## config.mk

```make
export PLATFORM = sky130hd
export DESIGN_NAME = product_accumulator_flat
export DESIGN_NICKNAME = d
export VERILOG_FILES = /design/src/rtl/mult_pkg.sv /design/src/rtl/product_accumulator_if.sv /design/src/rtl/product_accumulator_sat_add.sv /design/src/rtl/product_accumulator.sv /design/src/flat_wrapper.sv
export SDC_FILE = /design/constraint.sdc
export NUM_CORES = 1
export LEC_CHECK = 0
export CAP_MARGIN = 20
export CORE_MARGIN = 4
export CORE_UTILIZATION = 25
export DETAILED_ROUTE_END_ITERATION = 10
export GPL_ROUTABILITY_DRIVEN = 0
export GPL_TIMING_DRIVEN = 0
export PLACE_DENSITY = 0.42
export RECOVER_POWER = 50
export SETUP_SLACK_MARGIN = 0.5
export SLEW_MARGIN = 0
export SYNTH_ARGS = -nofsm -noshare
export SYNTH_HDL_FRONTEND = slang
export SYNTH_SLANG_ARGS = --single-unit
```

## constraint.sdc

```tcl
create_clock -name clk -period 3 [get_ports clk]
set_input_delay 0.6 -clock clk [delete_from_list [all_inputs] [get_ports clk]]
set_output_delay 0.6 -clock clk [all_outputs]
set_load 0.02 [all_outputs]
```

## src/rtl/mult_pkg.sv

```systemverilog
// Shared definitions for the multiplier back-end: default widths and FSM state
// encoding used by the product accumulator.
package mult_pkg;

  localparam int unsigned PROD_W = 64;  // product width from the multiplier tree
  localparam int unsigned ACC_W  = 72;  // accumulator width, >= PROD_W
  localparam int unsigned CNT_W  = 8;   // beat-count field width

  typedef enum logic [1:0] {
    ST_IDLE  = 2'd0,
    ST_ACCUM = 2'd1,
    ST_DONE  = 2'd2
  } state_e;

endpackage : mult_pkg

```

## src/rtl/product_accumulator_if.sv

```systemverilog
// Product-in / sum-out handshake bundle for product_accumulator.
//   in_valid/in_ready/prod            : product stream from the multiplier
//   out_valid/out_ready/acc_out/ovf   : job result towards the consumer
// slave = accumulator side, master = producer/consumer side.
interface product_accumulator_if #(
  parameter int unsigned PROD_W = mult_pkg::PROD_W,
  parameter int unsigned ACC_W  = mult_pkg::ACC_W
);

  logic              in_valid;
  logic              in_ready;
  logic [PROD_W-1:0] prod;
  logic              out_valid;
  logic              out_ready;
  logic [ACC_W-1:0]  acc_out;
  logic              ovf;

  modport slave (
    input  in_valid, prod, out_ready,
    output in_ready, out_valid, acc_out, ovf
  );

  modport master (
    output in_valid, prod, out_ready,
    input  in_ready, out_valid, acc_out, ovf
  );

endinterface : product_accumulator_if

```

## src/rtl/product_accumulator_sat_add.sv

```systemverilog
// sat_add: combinational ACC_W-bit signed adder with overflow flag.
//   a, b : signed operands
//   sum  : a + b (wrapped, or clamped when SATURATE_EN is defined)
//   ovf  : signed overflow of a + b
// Build option: SATURATE_EN clamps overflowing results to the signed limits.
module sat_add #(
  parameter int unsigned ACC_W = mult_pkg::ACC_W
) (
  input  logic signed [ACC_W-1:0] a,
  input  logic signed [ACC_W-1:0] b,
  output logic signed [ACC_W-1:0] sum,
  output logic                    ovf
);

`ifdef SATURATE_EN
  localparam logic [ACC_W-1:0] MAX_V = {1'b0, {(ACC_W-1){1'b1}}};
  localparam logic [ACC_W-1:0] MIN_V = {1'b1, {(ACC_W-1){1'b0}}};
`endif

  logic signed [ACC_W-1:0] raw;

  // Overflow: operands share a sign that the wrapped result does not.
  always_comb begin
    raw = a + b;
    ovf = (a[ACC_W-1] == b[ACC_W-1]) && (raw[ACC_W-1] != a[ACC_W-1]);
`ifdef SATURATE_EN
    sum = raw;
    if (ovf) begin
      sum = a[ACC_W-1] ? MIN_V : MAX_V;
    end
`else
    sum = raw;
`endif
  end

endmodule : sat_add

```

## src/rtl/product_accumulator.sv

```systemverilog
// product_accumulator: sums a programmed number of signed products into a wide
// accumulator and presents the job result over a valid/ready handshake.
//   clk, rst_n  : clock, asynchronous active-low reset
//   start, len  : job start pulse and product count (sampled in IDLE only)
//   clr         : synchronous abort back to IDLE, highest priority
//   busy        : FSM not in IDLE
//   bus         : product_accumulator_if.slave (product in, result out)
// Build option: SATURATE_EN (in sat_add) clamps the accumulator on overflow.
module product_accumulator
  import mult_pkg::*;
#(
  parameter int unsigned PROD_W = mult_pkg::PROD_W,
  parameter int unsigned ACC_W  = mult_pkg::ACC_W,
  parameter int unsigned CNT_W  = mult_pkg::CNT_W
) (
  input  logic             clk,
  input  logic             rst_n,
  input  logic             start,
  input  logic [CNT_W-1:0] len,
  input  logic             clr,
  output logic             busy,
  product_accumulator_if.slave bus
);

  state_e                  state_q, state_d;
  logic signed [ACC_W-1:0] acc_q, acc_d;
  logic                    ovf_q, ovf_d;
  logic [CNT_W-1:0]        rem_q, rem_d;
  logic                    in_ready_q, out_valid_q, busy_q;
  logic [ACC_W-1:0]        acc_out_q;

  logic signed [ACC_W-1:0] prod_ext;
  logic signed [ACC_W-1:0] add_sum;
  logic                    add_ovf;
  logic                    beat;

  // Sign-extend the product to accumulator width.
  assign prod_ext = ACC_W'(signed'(bus.prod));

  sat_add #(.ACC_W(ACC_W)) u_sat_add (
    .a   (acc_q),
    .b   (prod_ext),
    .sum (add_sum),
    .ovf (add_ovf)
  );

  // Next-state, accumulator and counter update.
  always_comb begin
    state_d = state_q;
    acc_d   = acc_q;
    ovf_d   = ovf_q;
    rem_d   = rem_q;
    beat    = bus.in_valid && in_ready_q;

    if (clr) begin
      state_d = ST_IDLE;
      acc_d   = '0;
      ovf_d   = 1'b0;
      rem_d   = '0;
    end else begin
      unique case (state_q)
        ST_IDLE: begin
          if (start) begin
            acc_d = '0;
            ovf_d = 1'b0;
            if (len != '0) begin
              state_d = ST_ACCUM;
              rem_d   = len;
            end else begin
              state_d = ST_DONE;
            end
          end
        end
        ST_ACCUM: begin
          if (beat) begin
            acc_d = add_sum;
            ovf_d = ovf_q | add_ovf;
            rem_d = rem_q - CNT_W'(1);
            if (rem_q == CNT_W'(1)) begin
              state_d = ST_DONE;
            end
          end
        end
        ST_DONE: begin
          if (out_valid_q && bus.out_ready) begin
            state_d = ST_IDLE;
          end
        end
        default: state_d = ST_IDLE;
      endcase
    end
  end

  // State and registered outputs; outputs are decoded from the next state so
  // they line up with the state register.
  always_ff @(posedge clk or negedge rst_n) begin
    if (!rst_n) begin
      state_q     <= ST_IDLE;
      acc_q       <= '0;
      ovf_q       <= 1'b0;
      rem_q       <= '0;
      in_ready_q  <= 1'b0;
      out_valid_q <= 1'b0;
      busy_q      <= 1'b0;
      acc_out_q   <= '0;
    end else begin
      state_q     <= state_d;
      acc_q       <= acc_d;
      ovf_q       <= ovf_d;
      rem_q       <= rem_d;
      in_ready_q  <= (state_d == ST_ACCUM);
      out_valid_q <= (state_d == ST_DONE);
      busy_q      <= (state_d != ST_IDLE);
      acc_out_q   <= (state_d == ST_DONE) ? acc_d : '0;
    end
  end

  assign bus.in_ready  = in_ready_q;
  assign bus.out_valid = out_valid_q;
  assign bus.acc_out   = acc_out_q;
  assign bus.ovf       = ovf_q;
  assign busy          = busy_q;

endmodule : product_accumulator
```

## src/flat_wrapper.sv

```systemverilog
// flat-port wrapper written by rule: the top's interface ports become plain ports
module product_accumulator_flat import mult_pkg::*;
#(
  parameter int unsigned PROD_W = mult_pkg::PROD_W,
  parameter int unsigned ACC_W  = mult_pkg::ACC_W,
  parameter int unsigned CNT_W  = mult_pkg::CNT_W
)
  (clk, rst_n, start, len, clr, busy, bus_in_valid, bus_prod, bus_out_ready, bus_in_ready, bus_out_valid, bus_acc_out, bus_ovf);
  product_accumulator_if #(.PROD_W(PROD_W), .ACC_W(ACC_W)) bus_i ();
  input  logic clk;
  input  logic rst_n;
  input  logic start;
  input  logic [CNT_W-1:0] len;
  input  logic clr;
  output logic busy;
  input wire logic [$bits(bus_i.in_valid)-1:0] bus_in_valid;
  input wire logic [$bits(bus_i.prod)-1:0] bus_prod;
  input wire logic [$bits(bus_i.out_ready)-1:0] bus_out_ready;
  output wire logic [$bits(bus_i.in_ready)-1:0] bus_in_ready;
  output wire logic [$bits(bus_i.out_valid)-1:0] bus_out_valid;
  output wire logic [$bits(bus_i.acc_out)-1:0] bus_acc_out;
  output wire logic [$bits(bus_i.ovf)-1:0] bus_ovf;
  assign bus_i.in_valid = bus_in_valid;
  assign bus_i.prod = bus_prod;
  assign bus_i.out_ready = bus_out_ready;
  assign bus_in_ready = bus_i.in_ready;
  assign bus_out_valid = bus_i.out_valid;
  assign bus_acc_out = bus_i.acc_out;
  assign bus_ovf = bus_i.ovf;
  product_accumulator #(.PROD_W(PROD_W), .ACC_W(ACC_W), .CNT_W(CNT_W)) u_core (.clk(clk), .rst_n(rst_n), .start(start), .len(len), .clr(clr), .busy(busy), .bus(bus_i));
endmodule
```

==> results.yml <==
outcome:
  outcome: "finished with violations"
  violations: "capacitance limit, slew limit, setup timing"
place:
  numPortBuffers: 152
  dpl.hpwl_um: 32750
  placed_area_sq_um: 13520
global_route:
  groute.usage.overall: 0.1904
  grt_util_met3: 0.02658
  grt_max_degree: 100
  busiest_layer: "met2"
  antenna_found_initial: 1
  use_met1: 0.2593
  grt_util_met2: 0.3144
  overflow: 0
  grt_pass1_wl_um: 68440
  grt_pass1_vias: 11272
sta:
  finClkSkew_ps: 15.32
  period_needed_ps: 3094
  tns_ps: -1315
  slew_viol_final: 100
  slew_headroom: -0.6005
  hold_viol: 0
  tightestPinTransition_ps: 2401
  max_freq_ghz: 0.3232
  setup_viol: 31
  fin_ws_ps: -93.73
  finalCritPeriodShare: 1.031
  rsz0062_at_grt: "yes"
layout:
  syn_to_final_growth_pct: 57.09
  fin_area_sq_um: 16910
  antenna_cells: 0
  nets: 1750
  layout_commonest_cell: "dfrtp_1"
  drive_gt1_frac: 0.3234
  final_cell_mix: "dfrtp_1, nor2_1, nand2_1"
clock_network:
  cts_sinks: 158
  cts_tree: "yes"
  path_clk_slew_ps: 60
  h-tree-depth: 4
  clk_latency_ps: 470
  cts_root_buf: "clkbuf_16"
  holdBufCountCts: 0
  clockBufferDepth: 2
  cts_inserted_buffers: 17
setup_path:
  critPathRequiredTime_ps: 3380
  cp_slowest_stage_delay_ps: 440
  worst-r2r-setup-slack_ps: -90
  rr_endpoint: "u_core.bus.acc_out[66]"
  crit_top_cell: "buf_4"
  path_cells: "ha_4, buf_4, a21o_1, a21oi_2, or3_1, nand4_1, a31oi_4, o22ai_4, o211ai_1, buf_4, and3_1, o31a_1, nor2_1"
  path_class: "flop to flop"
  r2r-start: "u_core.acc_q[8]"
  cpMaxStageDelayCell: "or3_1"
  cp_max_fo: 4
  worstRegToRegCells: 13
  cpLargestDelayFamily: "compound AO/OA/AOI/OAI gates"
  crit_arrival_ps: 3480
  end_kind: "flop"
  critPathBufInv: 2
  cp-start-kind: "flop"
floorplan:
  initial_utilization: 0.2550
  fp-row-count: 75
  die_width_um: 215.5
  die_y_um: 215.5
  io_pins: 154
  design.die.area_sq_um: 46450
  core_area_sq_um: 42230
synthesis:
  synth_flop_cell: "dfrtp_1"
  synth_cells: 1300
  synthArstFlopShare: 1.000
  synth_seq_cells: 158
  netlist_area_sq_um: 10770
  yosysWarnings: 0
  syn-num-nets: 1452
  avgSynthCellArea_sq_um: 8.282
  synth.distinct_cells: 65
  yosysSeqAreaShare: 0.3672
  synth_edf_count: 0
min_path:
  hp-class: "flop to flop"
  whs_endpoint: "u_core.rem_q[5]"
  min_from: "u_core.rem_q[5]"
  min_path_cells: 2
job:
  maxCapViolCount: 1
power_and_ir_drop:
  vdd_ir_drop_max_mv: 0.2734
  cellPowerDensity_nw_per_um2: 320.2
  finalPower_w: 0.005416
  leakagePower_nw: 7.350
drt:
  drtAntennaViolNets: 0
  wl_per_cell_um: 21.17
  viasPerCell: 5.172
  num_vias: 11120
  dr.pass1.iters: 5
  routed_wirelength_um: 45530
  drc: 0
  drt-initial-drc-count: 592
==> area by class of cell <==
class                   instances  area (sq um)
repair buffers                279          2641
clock buffers                  22         474.2
multi-input cells            1045          8442
flip-flops and latches        158          3955
well taps                     539         674.4
inverters                      19         71.32
fillers                      4229         25310
plain buffers                  78         590.6
clock inverters                10         65.06
==> worst min-delay path, cell delays in order, from the launching register on <==
cell     delay [ps]
dfrtp_1         340
o21ai_0          70
o21ai_0          70
==> synth_stat cells, drive strengths merged, types with 2 or more instances <==
cell type	count	area [sq um]
dfrtp	158	3954
nor2	155	581.8
a21oi	151	755.7
nand2	143	536.8
ha	73	913.4
o21ai	72	364.1
clkbuf	64	240.2
a21o	55	412.9
nor3	42	221.5
nand4	41	256.5
xnor2	38	332.8
nand3	26	130.1
and2	25	156.4
mux2i	23	230.2
a211oi	22	165.2
inv	19	71.32
o21bai	18	135.1
xor2	17	148.9
buf	14	65.06
a31oi	13	81.33
and3	10	62.56
o211ai	10	75.07
o31ai	10	90.09
nor4	9	71.32
or3	9	61.31
nor2b	8	50.05
o21a	8	60.06
nand2b	7	43.79
or2	7	43.79
and4	6	55.05
nor3b	6	45.04
o22ai	6	37.54
a31o	4	35.03
a22oi	3	22.52
a21boi	2	15.02
a221oi	2	17.52
a22o	2	17.52
a2bb2oi	2	17.52
a32oi	2	17.52
o31a	2	17.52
or4	2	15.01
==> logic make-up after synthesis <==
family / after synthesis / synth area share
xor gates and xnor gates: 55 / 0.04474
muxes: 23 / 0.02138
buffers and inverters: 97 / 0.03498
and+or+nand+nor: 499 / 0.2189
DFF: 158 / 0.3672
AOI/OAI and AO/OA: 394 / 0.2260
adders and majority gates: 74 / 0.08669
==> through the flow <==
| stage | util | hold WS [ps] | setup slack [ps] | std cells |
|---|---|---|---|---|
| floorplan | - | 304.4 | 8.688 | 1300 |
| CTS | 0.3777 | 225.8 | -164.7 | 2106 |
| global route | 0.4005 | 547.2 | -265.1 | 2150 |
| detailed placement | 0.3202 | 505.3 | -1314 | 1992 |
| finish | 0.4005 | 513.6 | -93.73 | 2150 |
| global placement | 0.3195 | 497.2 | -6019 | 1991 |
==> flip-flops by register name, indices dropped and copies added (netlist names) <==
name	flops
u_core.rem_q	8
u_core.busy	1
u_core.bus.out_valid	1
u_core.acc_q	72
u_core.bus.ovf	1
u_core.state_q	2
u_core.bus.acc_out	72
u_core.bus.in_ready	1
==> layer usage <==
metal / vias up / wire length, um / part of all wire
met1: 5506 / 20940 / 0.46
met4: 0 / 1135 / 0.025
li1: 5295 / - / -
met2: 267 / 21730 / 0.48
met3: 52 / 1721 / 0.038
met5: - / 0 / 0
==> power breakdown <==
part	switching (W)	internal, W
logic	0.000673	0.000438
clock network	0.000989	0.00112
registers	0.0000331	0.00217
total	0.00170	0.00372
==> worst max path at each step <==
stage,startpoint,end,slack (ps),cells after the start
3_5_place_dp,bus_prod[0],u_core.bus.acc_out[66],-1310,13
3_3_place_gp,rst_n,u_core.bus.acc_out[30],-6020,1
2_1_floorplan,bus_prod[9],u_core.bus.acc_out[42],9,12
5_1_grt,u_core.acc_q[9],u_core.bus.acc_out[61],-270,14
6_report,u_core.acc_q[8],u_core.bus.acc_out[66],-90,13
4_1_cts,u_core.acc_q[0],u_core.bus.acc_out[54],-160,12
==> repair_timing <==
item	CTS	global route
pin swaps	127	118
hold endpoints to repair	0	0
gates cloned	0	0
setup buffers	82	44
resized for setup	336	166
endpoints found under the setup margin	147	136
Note: power is estimated with default switching activity, not from simulation.
